--- src/rtl/uart_receiver.sv ---
// uart_receiver: 8N1 serial-to-parallel UART receiver with a 2-flop input synchronizer.
// Latency: byte strobed one cycle after the stop-bit centre sample (about 9.5 bit times after the start edge).
// Backpressure: none; the consumer must take Data on the single-cycle Valid strobe.
// Optional even-parity bit between data and stop: define UART_RX_PARITY_EN.

module uart_receiver #(
  parameter int CLKS_PER_BIT = 868
) (
  input  logic       clk,
  input  logic       rst,
  input  logic       Rx,
  output logic [7:0] Data,
  output logic       Valid,
  output logic       FrameErr,
  output logic       ParityErr,
  output logic       Busy
);

  // Sample points: the start bit is checked half a bit in, then every full
  // bit period after that, so data/stop bits are read at their centres.
  localparam logic [15:0] HALF_M1 = 16'((CLKS_PER_BIT / 2) - 1);
  localparam logic [15:0] BIT_M1  = 16'(CLKS_PER_BIT - 1);

  typedef enum logic [2:0] {
    ST_IDLE,
    ST_START,
    ST_DATA,
`ifdef UART_RX_PARITY_EN
    ST_PARITY,
`endif
    ST_STOP,
    ST_BREAK
  } state_t;

  state_t      state_q, state_d;
  logic [15:0] timer_q, timer_d;
  logic [2:0]  bit_idx_q, bit_idx_d;
  logic [7:0]  shift_q, shift_d;
  logic [7:0]  data_q, data_d;
  logic        valid_q, valid_d;
  logic        frame_err_q, frame_err_d;
  logic        parity_err_q, parity_err_d;
  logic        busy_q, busy_d;
  logic        rx_meta_q, rx_meta_d;
  logic        rx_s_q, rx_s_d;
`ifdef UART_RX_PARITY_EN
  logic        par_q, par_d;
`endif

  // Next-state logic: synchronizer, baud timer, bit assembly and strobes.
  always_comb begin
    rx_meta_d    = Rx;
    rx_s_d       = rx_meta_q;
    state_d      = state_q;
    timer_d      = timer_q + 16'd1;
    bit_idx_d    = bit_idx_q;
    shift_d      = shift_q;
    data_d       = data_q;
    valid_d      = 1'b0;
    frame_err_d  = 1'b0;
    parity_err_d = 1'b0;
`ifdef UART_RX_PARITY_EN
    par_d        = par_q;
`endif

    case (state_q)
      ST_IDLE: begin
        // Timer parked at zero so START begins counting from a clean origin.
        timer_d   = 16'd0;
        bit_idx_d = 3'd0;
        if (!rx_s_q) begin
          state_d = ST_START;
        end
      end

      ST_START: begin
        if (timer_q == HALF_M1) begin
          timer_d = 16'd0;
          // A line that is high again at mid start bit was only a glitch.
          if (!rx_s_q) begin
            state_d   = ST_DATA;
            bit_idx_d = 3'd0;
          end else begin
            state_d = ST_IDLE;
          end
        end
      end

      ST_DATA: begin
        if (timer_q == BIT_M1) begin
          timer_d           = 16'd0;
          shift_d[bit_idx_q] = rx_s_q;
          bit_idx_d         = bit_idx_q + 3'd1;
          if (bit_idx_q == 3'd7) begin
`ifdef UART_RX_PARITY_EN
            state_d = ST_PARITY;
`else
            state_d = ST_STOP;
`endif
          end
        end
      end

`ifdef UART_RX_PARITY_EN
      ST_PARITY: begin
        if (timer_q == BIT_M1) begin
          timer_d = 16'd0;
          par_d   = rx_s_q;
          state_d = ST_STOP;
        end
      end
`endif

      ST_STOP: begin
        if (timer_q == BIT_M1) begin
          timer_d = 16'd0;
          if (rx_s_q) begin
            state_d = ST_IDLE;
`ifdef UART_RX_PARITY_EN
            // Even parity: data bits plus parity bit must hold an even count of ones.
            if (par_q != (^shift_q)) begin
              parity_err_d = 1'b1;
            end else begin
              data_d  = shift_q;
              valid_d = 1'b1;
            end
`else
            data_d  = shift_q;
            valid_d = 1'b1;
`endif
          end else begin
            // Framing error wins over any parity result; Data is left alone.
            frame_err_d = 1'b1;
            state_d     = ST_BREAK;
          end
        end
      end

      ST_BREAK: begin
        // Hold here while the line stays low so a break cannot look like a new start bit.
        timer_d = 16'd0;
        if (rx_s_q) begin
          state_d = ST_IDLE;
        end
      end

      default: begin
        timer_d = 16'd0;
        state_d = ST_IDLE;
      end
    endcase

    busy_d = (state_d != ST_IDLE);
  end

  // State and output registers with synchronous active-low reset.
  always_ff @(posedge clk) begin
    if (!rst) begin
      rx_meta_q    <= 1'b1;
      rx_s_q       <= 1'b1;
      state_q      <= ST_IDLE;
      timer_q      <= 16'd0;
      bit_idx_q    <= 3'd0;
      shift_q      <= 8'h00;
      data_q       <= 8'h00;
      valid_q      <= 1'b0;
      frame_err_q  <= 1'b0;
      parity_err_q <= 1'b0;
      busy_q       <= 1'b0;
`ifdef UART_RX_PARITY_EN
      par_q        <= 1'b0;
`endif
    end else begin
      rx_meta_q    <= rx_meta_d;
      rx_s_q       <= rx_s_d;
      state_q      <= state_d;
      timer_q      <= timer_d;
      bit_idx_q    <= bit_idx_d;
      shift_q      <= shift_d;
      data_q       <= data_d;
      valid_q      <= valid_d;
      frame_err_q  <= frame_err_d;
      parity_err_q <= parity_err_d;
      busy_q       <= busy_d;
`ifdef UART_RX_PARITY_EN
      par_q        <= par_d;
`endif
    end
  end

  assign Data      = data_q;
  assign Valid     = valid_q;
  assign FrameErr  = frame_err_q;
  assign ParityErr = parity_err_q;
  assign Busy      = busy_q;

endmodule

--- config.mk ---
export PLATFORM = sky130hd
export DESIGN_NAME = uart_receiver
export DESIGN_NICKNAME = d
export VERILOG_FILES = /design/src/rtl/uart_receiver.sv
export SDC_FILE = /design/constraint.sdc
export NUM_CORES = 1
export LEC_CHECK = 0
export ABC_AREA = 1
export BUFFER_PORTS_ARGS = -buffer_cell sky130_fd_sc_hd__buf_2
export CAP_MARGIN = 15
export CORE_MARGIN = 8
export CORE_UTILIZATION = 33
export DETAILED_ROUTE_END_ITERATION = 10
export SKIP_LAST_GASP = 1
export SLEW_MARGIN = 20
export SYNTH_ARGS = -nofsm -noshare
export SYNTH_HDL_FRONTEND = slang
export SYNTH_SLANG_ARGS = --single-unit
--- constraint.sdc ---
create_clock -name clk -period 1.4 [get_ports clk]
set_input_delay 0.07 -clock clk [delete_from_list [all_inputs] [get_ports clk]]
set_output_delay 0.07 -clock clk [all_outputs]
set_load 0.01 [all_outputs]
==> results.md <==
* Status: complete, but fails checks
* Failing checks: negative setup slack
* First-pass DRT Iterations at 4
* Rows at 30
* IO Pins at 15
* Nets in the synthesized netlist at 300
* First-pass GRT wire length at 9090 µm
* Hold violation count in the final report at 0
* Place WS at -56.4 ps
* WL final at roughly 5200 µm
* DIE WIDTH at 98.0 µm
* Share of cells above drive strength 1 at 0.420
* WL/cell at roughly 12 µm
* CP arrival at 1640 ps
* CTS tree: done
* Initial antenna violation count at 0
* Most frequent cells in the layout: nor2_1, nand2_1, buf_4
* Clk_skew at 7.82 ps
* Mapped Cells at 293
* Total power draw at 0.00244 W
* HPWL Detailed at 3750 µm
* Worst-path fanout max at 7
* Largest net degree at the start of global routing at 15
* Worst vdd rail ir drop at 0.484 mV
* Final setup TNS at -3.31 ps
* PwrDens at between 800 and 900 nW/µm²
* Most area-consuming cells after synthesis: dfxtp_1, nor2_1, nand2_1
* Fin crit share at 1.00
* Max-Cap Viols at 0
* First DRT Iteration DRCs at around 120
* Unique masters post-synth at 29
* DR vias/cell at 4.72
* Worst EP required at 1630 ps
* Worst Hold Class: input pin to flip-flop
* Synth Register Bits at 43
* Leakage at 1.26 nW
* Min Tclk post-route at roughly 1400 ps
* Number of H-tree levels at 2
* Post-Syn Area per Cell at 7.57 µm²
* Die area at 9600 µm²
* Clk slew on worst S/H paths at roughly 80 ps
* Top_reg_cell synth: dfxtp_1
* Final antenna-violating net count at 0
* Pins Over Slew Limit at 0
* Worst-skew pair later-pin latency at ~300 ps
* Via Count at a little over 2000
* Residual DRC at 0
* Grt ovf at 0
* Cell Area, Synth at 2220 µm²
* Die Span Y at 98.0 µm
* Setup crit end kind: flip-flop
* CORE AREA at 6640 µm²
* Vias in the first global route at 2032
* CTS Sinks at 43
* CTS buffer count at 5
* Critical path class: flip-flop to flip-flop
* CP Launch Type: flip-flop
* Post-synth EDFFs at 0
* Root buf cell: clkbuf_8
* Area leader, netlist: dfxtp_1
* Sequential area share after synthesis at 0.388
* Fmax at 0.713 GHz
* RSZ-0062 raised after global routing: true
* Top-area cell type share of the netlist area at 0.388
* Worst setup margin at -3.31 ps
* Yosys warns at 0
* Commonest non-fill, non-tap cell in the layout: nor2_1
* Final setup fails at 1
* Final Net Count at 356
* Layout area overhead at 36.6%
* I/O Buffers at 13
* Synth async-reset ratio at 0
* Final Wtd Congestion at a little under 0.9
* Total GRT Usage at 0.115
* Clk buf depth at 2
* Antenna Cells at 0
* Initial Utilization at 0.334
[sequential cells by signal, summed over array words and instances (netlist names)]
signal and count:
bit_idx_q 3, FrameErr 1, state_q 3, Busy 1, timer_q 16, rx_meta_q 1, Data 8, shift_q 8
rx_s_q 1, Valid 1
[power breakdown]
part           switching [W]  internal [W]
combinational      0.0000553     0.0000270
clock               0.000421      0.000713
sequential        0.00000525       0.00122
[repair_timing]
| action | 4_1_cts | 5_1_grt |
|---|---|---|
| hold buffers | 1 | 0 |
| resized for setup | 22 | 39 |
| setup endpoints to repair | 28 | 37 |
| pin swaps | 5 | 11 |
| buffers inserted | 0 | 6 |
| endpoints found under the hold margin | 1 | 0 |
[metal layers]
layer | up-vias | routed length, µm | GRT usage
li1 | 1053 | - | -
met1 | 927 | 2350 | 0.138
met2 | 42 | 2510 | 0.190
met3 | 6 | 247 | 0.0192
met4 | 0 | 98 | 0.0612
met5 | - | 0 | 0
[worst paths after layout]
check | start | end | slack (ps) | cells after the start
setup reg to reg | timer_q[0] | timer_q[11] | -3 | 9
hold reg to reg | rx_meta_q | rx_s_q | 420 | 1
setup / recovery | timer_q[0] | timer_q[11] | -3 | 9
hold / removal | rst | Busy | 210 | 4
[per-stage QoR]
step	cells	instance area, µm²	utilization	hold WS, ps
after floorplan	293	2230	-	177
after global placement	415	2640	0.398	258
after detailed placement	415	2640	0.398	259
after CTS	424	2850	0.429	190
after global routing	430	3030	0.456	222
final	430	3030	0.456	210
[layout make-up]
type / instances / area (µm²)
multi-input cells: 219 / 1400
clock inverters: 2 / 60.1
inverters: 25 / 93.8
clock buffers: 6 / 72.6
flip-flops and latches: 43 / 888
well taps: 80 / 100
repair buffers: 55 / 419
fillers: 647 / 3610
[critical path, stage by stage, from the launching register on]
cell,delay (ps)
dfxtp_4,370
ha_4,180
nand2_4,90
nor2_4,50
nand2_4,100
nand2_4,70
nand2_4,70
nand4_4,130
buf_12,190
nor2_1,90
[synth_stat cells, types with 2 or more instances]
library cell   n
dfxtp_1       43
nand2_1       46
inv_1         21
clkbuf_1       3
nor2_2         5
nand2_2        9
nor2_4        15
a21oi_1       14
nor4_1         5
nor2_1        57
inv_2          4
xnor2_1        3
nand3_1       15
nor3_1         6
xor2_1         8
o21ai_0        9
ha_1           4
nand4_1       12
nand2_4        3
or2_2          2
[cell families (layout without fill, tap and decap cells)]
| group | after synthesis | in the layout | synth area share |
|---|---|---|---|
| other | 1 | 1 | 0.00169 |
| XOR/XNOR | 11 | 11 | 0.0434 |
| flip-flops | 43 | 43 | 0.388 |
| adder cells (fa/ha/maj) | 4 | 4 | 0.0226 |
| AO/OA/AOI/OAI | 25 | 25 | 0.0592 |
| buffers and inverters | 31 | 88 | 0.0620 |
| AND/OR/NAND/NOR | 178 | 178 | 0.423 |
(Power assumes the default switching activity.)
